$ cat src/rtl/serial_mult_arb.sv
// ---------------------------------------------------------------------------
// serial_mult_arb
//
// Lets NREQ requesters share one serial 8x8 multiplier. The arbiter grants
// requesters in round-robin order and feeds the granted operand pair into the
// multiplier as two puts. It then collects the 16-bit product with a get and
// returns it on a tagged response channel. A watchdog aborts the operation if
// the multiplier never produces a result.
//
// Ports
//   clk            clock
//   rst_b          asynchronous active-low reset (shared with the multiplier)
//   req_valid      [NREQ]    per-requester request
//   req_a, req_b   [8*NREQ]  operands, requester i at bits [8i+7:8i]
//   req_ready      [NREQ]    one-hot accept strobe (combinational, IDLE only)
//   rsp_valid      response available (RESP state)
//   rsp_ready      response consumer ready
//   rsp_id         [IDW]     requester owning the response
//   rsp_data       [16]      product, 0 on abort
//   rsp_err        response was aborted by the watchdog
//   m_put/m_idata  operand stream to the multiplier
//   m_get          result acknowledge to the multiplier
//   m_ready        multiplier can take an operand
//   m_result       multiplier product
//   m_result_valid multiplier product valid
//   busy           FSM not in IDLE
//   timeout_err    sticky watchdog-abort flag, cleared only by reset
// ---------------------------------------------------------------------------
module serial_mult_arb #(
    parameter int NREQ    = 4,
    parameter int IDW     = 2,
    parameter int TIMEOUT = 255
) (
    input  logic                clk,
    input  logic                rst_b,
    input  logic [NREQ-1:0]     req_valid,
    input  logic [8*NREQ-1:0]   req_a,
    input  logic [8*NREQ-1:0]   req_b,
    output logic [NREQ-1:0]     req_ready,
    output logic                rsp_valid,
    input  logic                rsp_ready,
    output logic [IDW-1:0]      rsp_id,
    output logic [15:0]         rsp_data,
    output logic                rsp_err,
    output logic                m_put,
    output logic [7:0]          m_idata,
    output logic                m_get,
    input  logic                m_ready,
    input  logic [15:0]         m_result,
    input  logic                m_result_valid,
    output logic                busy,
    output logic                timeout_err
);

    localparam int NPAD = 1 << IDW;

    typedef enum logic [2:0] {
        S_IDLE     = 3'd0,
        S_PUT_A    = 3'd1,
        S_PUT_B    = 3'd2,
        S_WAIT_RES = 3'd3,
        S_RESP     = 3'd4
    } state_t;

    state_t          state_q, state_d;
    logic [IDW-1:0]  ptr_q, ptr_d;
    logic [IDW-1:0]  gnt_q, gnt_d;
    logic [7:0]      a_q, a_d;
    logic [7:0]      b_q, b_d;
    logic [7:0]      cnt_q, cnt_d;
    logic [IDW-1:0]  rsp_id_q, rsp_id_d;
    logic [15:0]     rsp_data_q, rsp_data_d;
    logic            rsp_err_q, rsp_err_d;
    logic            timeout_err_q, timeout_err_d;

    // Requests and operands padded out to 2**IDW entries so the grant index
    // addresses them directly; padding entries never request.
    logic [NPAD-1:0] req_pad;
    logic [7:0]      a_arr [NPAD];
    logic [7:0]      b_arr [NPAD];

    logic            grant_found;
    logic [IDW-1:0]  grant_idx;

    genvar gi;
    generate
        for (gi = 0; gi < NPAD; gi++) begin : g_req
            if (gi < NREQ) begin : g_real
                assign req_pad[gi] = req_valid[gi];
                assign a_arr[gi]   = req_a[8*gi +: 8];
                assign b_arr[gi]   = req_b[8*gi +: 8];
                // Gated by rst_b so the strobe is also 0 while reset is held.
                assign req_ready[gi] = rst_b && (state_q == S_IDLE) &&
                                       grant_found && (grant_idx == IDW'(gi));
            end else begin : g_pad
                assign req_pad[gi] = 1'b0;
                assign a_arr[gi]   = 8'h00;
                assign b_arr[gi]   = 8'h00;
            end
        end
    endgenerate

    // Round-robin search: start one past the last grant and wrap at NREQ.
    always_comb begin : arb_search
        int cand;
        grant_found = 1'b0;
        grant_idx   = '0;
        cand        = 0;
        for (int k = 1; k <= NREQ; k++) begin
            cand = int'(ptr_q) + k;
            if (cand >= NREQ) begin
                cand = cand - NREQ;
            end
            if (!grant_found && req_pad[cand[IDW-1:0]]) begin
                grant_found = 1'b1;
                grant_idx   = cand[IDW-1:0];
            end
        end
    end

    // State register.
    always_ff @(posedge clk or negedge rst_b) begin
        if (!rst_b) begin
            state_q       <= S_IDLE;
            ptr_q         <= IDW'(NREQ - 1);
            gnt_q         <= '0;
            a_q           <= 8'h00;
            b_q           <= 8'h00;
            cnt_q         <= 8'h00;
            rsp_id_q      <= '0;
            rsp_data_q    <= 16'h0000;
            rsp_err_q     <= 1'b0;
            timeout_err_q <= 1'b0;
        end else begin
            state_q       <= state_d;
            ptr_q         <= ptr_d;
            gnt_q         <= gnt_d;
            a_q           <= a_d;
            b_q           <= b_d;
            cnt_q         <= cnt_d;
            rsp_id_q      <= rsp_id_d;
            rsp_data_q    <= rsp_data_d;
            rsp_err_q     <= rsp_err_d;
            timeout_err_q <= timeout_err_d;
        end
    end

    // Next-state logic.
    always_comb begin
        state_d       = state_q;
        ptr_d         = ptr_q;
        gnt_d         = gnt_q;
        a_d           = a_q;
        b_d           = b_q;
        cnt_d         = cnt_q;
        rsp_id_d      = rsp_id_q;
        rsp_data_d    = rsp_data_q;
        rsp_err_d     = rsp_err_q;
        timeout_err_d = timeout_err_q;
        case (state_q)
            S_IDLE: begin
                if (grant_found) begin
                    gnt_d   = grant_idx;
                    ptr_d   = grant_idx;
                    a_d     = a_arr[grant_idx];
                    b_d     = b_arr[grant_idx];
                    state_d = S_PUT_A;
                end
            end
            S_PUT_A: begin
                if (m_ready) begin
                    state_d = S_PUT_B;
                end
            end
            S_PUT_B: begin
                cnt_d   = 8'h00;
                state_d = S_WAIT_RES;
            end
            S_WAIT_RES: begin
                // A result in the final watchdog cycle still wins.
                if (m_result_valid) begin
                    rsp_data_d = m_result;
                    rsp_err_d  = 1'b0;
                    rsp_id_d   = gnt_q;
                    state_d    = S_RESP;
                end else if (cnt_q == 8'(TIMEOUT - 1)) begin
                    rsp_data_d    = 16'h0000;
                    rsp_err_d     = 1'b1;
                    rsp_id_d      = gnt_q;
                    timeout_err_d = 1'b1;
                    state_d       = S_RESP;
                end else begin
                    cnt_d = cnt_q + 8'd1;
                end
            end
            S_RESP: begin
                if (rsp_ready) begin
                    state_d = S_IDLE;
                end
            end
            default: begin
                state_d = S_IDLE;
            end
        endcase
    end

    // Outputs decoded from the current state.
    always_comb begin
        m_put     = 1'b0;
        m_idata   = 8'h00;
        m_get     = 1'b0;
        rsp_valid = 1'b0;
        case (state_q)
            S_PUT_A: begin
                if (m_ready) begin
                    m_put   = 1'b1;
                    m_idata = a_q;
                end
            end
            S_PUT_B: begin
                m_put   = 1'b1;
                m_idata = b_q;
            end
            S_WAIT_RES: begin
                m_get = m_result_valid;
            end
            S_RESP: begin
                rsp_valid = 1'b1;
            end
            default: begin
            end
        endcase
    end

    assign busy        = (state_q != S_IDLE);
    assign rsp_id      = rsp_id_q;
    assign rsp_data    = rsp_data_q;
    assign rsp_err     = rsp_err_q;
    assign timeout_err = timeout_err_q;

endmodule

$ cat config.mk
export PLATFORM = sky130hd
export DESIGN_NAME = serial_mult_arb
export DESIGN_NICKNAME = d
export VERILOG_FILES = /design/src/rtl/serial_mult_arb.sv
export SDC_FILE = /design/constraint.sdc
export NUM_CORES = 1
export LEC_CHECK = 0
export CAP_MARGIN = 20
export CELL_PAD_IN_SITES_DETAIL_PLACEMENT = 2
export CELL_PAD_IN_SITES_GLOBAL_PLACEMENT = 2
export CORE_AREA = 5 5 112 114
export DETAILED_ROUTE_END_ITERATION = 6
export DIE_AREA = 0 0 117 119
export PLACE_DENSITY = 0.85
export SETUP_SLACK_MARGIN = 0.4
export SYNTH_ARGS = -nofsm -noshare
export SYNTH_HDL_FRONTEND = slang
export SYNTH_SLANG_ARGS = --single-unit
$ cat constraint.sdc
create_clock -name clk -period 4.15 [get_ports clk]
set_clock_uncertainty 0.15 [all_clocks]
set_input_delay 0.83 -clock clk [delete_from_list [all_inputs] [get_ports clk]]
set_output_delay 0.83 -clock clk [all_outputs]
set_load 0.02 [all_outputs]
==> results.sh <==
export IMPL_rows=39
export IMPL_fillerInstances=1253
export IMPL_fp_dieW_um=117
export IMPL_cts_resized_gates=3
export IMPL_ys_warn_count=0
export IMPL_initial_utilization_pct=25.5
export IMPL_outcome="complete, no violations"
export IMPL_root_buffer="sky130_fd_sc_hd__clkbuf_16"
export IMPL_power_density_nw_per_um2=648
export IMPL_path_max_fanout=10
export IMPL_place_worst_setup_slack_ns=0.321
export IMPL_buffer_levels_on_the_longest_clock_path=2
export IMPL_slew_viol_final=0
export IMPL_critical_path_startpoint_type="primary input"
export IMPL_die_height_um=119
export IMPL_asyncSetResetFlopFracSynth_pct=100
export IMPL_gpl_wtd_cong=0.797
export IMPL_worst_slew_pin_slew_ns=0.874
export IMPL_critPathMostFrequentCell="sky130_fd_sc_hd__clkdlybuf4s50_1"
export IMPL_cp_cell_sequence="clkdlybuf4s50_1 -> o21ai_1 -> o211a_1 -> and3_1 -> clkdlybuf4s50_1"
export IMPL_worst_skew_late_latency_ns=0.28
export IMPL_grt_first_pass_wirelength_mm=16.9
export IMPL_grt_overflow_total=0
export IMPL_synthesis_area_per_instance_um2=9.68
export IMPL_worst_max_slew_margin_expressed_relative_to_the_limit_pct=41.6
export IMPL_max_vdd_ir_drop_mv=0.281
export IMPL_layout_commonest_cell="sky130_fd_sc_hd__clkdlybuf4s50_1"
export IMPL_cts_buffers_inserted=5
export IMPL_post_cts_hold_buffer_count=0
export IMPL_detailroute_via_count=2829
export IMPL_cp_startpoint="req_valid[1]"
export IMPL_cts_sinks=51
export IMPL_antenna_found_initial=0
export IMPL_hold_path_class="reg -> reg"
export IMPL_number_of_setup_violations_in_the_final_report=0
export IMPL_crit_type="in -> out"
export IMPL_endpoint_kind="primary output"
export IMPL_final_hold_viol_count=0
export IMPL_cpLargestDelayFamily="buffers and inverters"
export IMPL_track_usage_pct=15.0
export IMPL_setup_tns_final_ns=0
export IMPL_detail_route_wl_per_cell_um=18.4
export IMPL_netlist_cell_type_count=46
export IMPL_port_buffer_count=124
export IMPL_max_freq_mhz=268
export IMPL_timing_critical_path_slowest_stage_cell="sky130_fd_sc_hd__clkdlybuf4s50_1"
export IMPL_drive_gt1_share_pct=11.6
export IMPL_cts_clk_slew_worst_paths_ns=0.07
export IMPL_data_required_critical_path_ns=3.17
export IMPL_synth_ff_type="sky130_fd_sc_hd__dfrtp_1"
export IMPL_power_consumption_mw=2.87
export IMPL_tritoncts="done"
export IMPL_final_cell_mix="sky130_fd_sc_hd__clkdlybuf4s50_1 (121), sky130_fd_sc_hd__dfrtp_1 (49), sky130_fd_sc_hd__nand2_1 (41)"
export IMPL_timing_critical_path_slowest_cell_delay_ns=0.60
export IMPL_postCtsSetupRepairBufs=0
export IMPL_hold_start="timeout_err"
export IMPL_cts_max_level=2
export IMPL_area_growth_from_synthesis_to_final_layout_pct=53.3
export IMPL_first_global_vias=3294
export IMPL_total_nets_final=511
export IMPL_post_drt_via_cell_ratio=5.02
export IMPL_drc=0
export IMPL_dr_first_iter_drc_count=64
export IMPL_post_dp_hpwl_mm=8.13
export IMPL_syn_inst=298
export IMPL_power_leakage_nw=1.87
export IMPL_post_route_period_util_pct=89.8
export IMPL_synth_area_um2=2890
export IMPL_synth_nets=389
export IMPL_postSynthRegisterBits=51
export IMPL_number_of_optimization_iterations_in_the_first_detailed_route_pass=4
export IMPL_final_critical_path_setup_slack_ns=0.425
export IMPL_rsz0062_at_grt="yes"
export IMPL_critical_path_n_buffers_inverters=2
export IMPL_critPathArrivalTime_ns=2.75
export IMPL_largest_net_degree_at_the_start_of_global_routing=52
export IMPL_antenna_diode_count=0
export IMPL_routed_wl_mm=10.4
export IMPL_yosysSeqAreaShare_pct=44.3
export IMPL_worst_r2r_src="cnt_q[0]"
export IMPL_fp_dieArea_um2=13900
export IMPL_core_area_um2=11300
export IMPL_io_pin_count=125
export IMPL_antenna_left=0
export IMPL_synth_enable_flop_cells=0
export IMPL_period_needed_ns=3.73
export IMPL_cap_viol_max_count=0
==> sequential cells by signal (all words and copies together), names as in the netlist <==
register	flops
a_q	8
b_q	8
cnt_q	8
gnt_q	2
ptr_q	2
rsp_data	16
rsp_err	1
rsp_id	2
state_q	3
timeout_err	1
==> Yosys cell counts (5+ instances only) <==
library cell	n	area, µm²
sky130_fd_sc_hd__nand2_1	41	154
sky130_fd_sc_hd__o21ai_0	8	40.0
sky130_fd_sc_hd__xor2_1	5	43.8
sky130_fd_sc_hd__and3_1	9	56.3
sky130_fd_sc_hd__mux2_2	10	113
sky130_fd_sc_hd__dfrtp_1	49	1230
sky130_fd_sc_hd__clkbuf_1	6	22.5
sky130_fd_sc_hd__a22oi_1	16	120
sky130_fd_sc_hd__a22o_1	24	210
sky130_fd_sc_hd__mux2_4	6	90.1
sky130_fd_sc_hd__nor2_1	33	124
sky130_fd_sc_hd__a21oi_1	9	45.0
sky130_fd_sc_hd__inv_1	7	26.3
sky130_fd_sc_hd__buf_2	7	35.0
sky130_fd_sc_hd__a31oi_1	14	87.6
==> per-stage QoR <==
| step | hold WS, ns | instance area (µm²) | utilization, % | instances |
|---|---|---|---|---|
| finish | 0.351 | 4420 | 39.1 | 564 |
| global route | 0.367 | 4420 | 39.1 | 564 |
| CTS | 0.361 | 4420 | 39.0 | 564 |
| detailed placement | 0.337 | 4260 | 37.6 | 556 |
| global placement | 0.314 | 4260 | 37.6 | 556 |
| floorplan | 0.331 | 2890 | - | 298 |
==> power breakdown <==
part	internal (mW)	total, mW	leakage (nW)	switching [mW]
clock	0.241	0.425	0.0731	0.184
combinational	0.738	1.54	1.18	0.801
sequential	0.721	0.902	0.617	0.181
total	1.70	2.87	1.87	1.17
==> cell families after synthesis <==
logic type | Yosys count | share of synthesized area (%)
adders and majority gates | 2 | 0.867
AOI/OAI and AO/OA | 85 | 21.9
muxes | 18 | 7.81
DFF | 51 | 44.3
buffers and inverters | 26 | 5.25
xor gates and xnor gates | 5 | 1.52
and+or+nand+nor | 111 | 18.3
==> area by class of cell <==
cell class / instances / area (µm²) / share of cell area [%]
timing repair buffer: 134 / 1310 / 29.6
clock buffer: 6 / 139 / 3.14
tap: 143 / 179 / 4.05
inverter: 7 / 26.3 / 0.594
clock inverter: 2 / 16.3 / 0.368
sequential: 51 / 1280 / 28.9
multi-input combinational: 221 / 1470 / 33.3
==> worst reg2reg max path, stage by stage (launching register included) <==
cell,delay [ns]
sky130_fd_sc_hd__dfrtp_1,0.42
sky130_fd_sc_hd__inv_1,0.06
sky130_fd_sc_hd__ha_1,0.21
sky130_fd_sc_hd__and3_1,0.20
sky130_fd_sc_hd__a21oi_1,0.35
sky130_fd_sc_hd__nand3b_1,0.70
sky130_fd_sc_hd__mux2_2,0.42
==> final timing paths <==
check,to,slack [ns],cells after the start
max,req_ready[2],0.42,5
min,timeout_err,0.35,1
max reg2reg,rsp_id[1],1.52,6
min reg2reg,timeout_err,0.35,1
max in group asynchronous,cnt_q[2],2.79,2
min in group asynchronous,b_q[7],0.60,2
==> per-layer routing <==
| metal | track usage (%) | wire length, µm | part of all wire [%] | vias up |
|---|---|---|---|---|
| li1 | - | - | - | 1323 |
| met1 | 17.7 | 4140 | 40 | 1404 |
| met2 | 27.0 | 5300 | 51 | 97 |
| met3 | 5.07 | 899 | 8.7 | 5 |
| met4 | 1.65 | 40 | 0.39 | 0 |
| met5 | 0 | 0 | 0 | - |
Power figures use the tool's default switching activity.
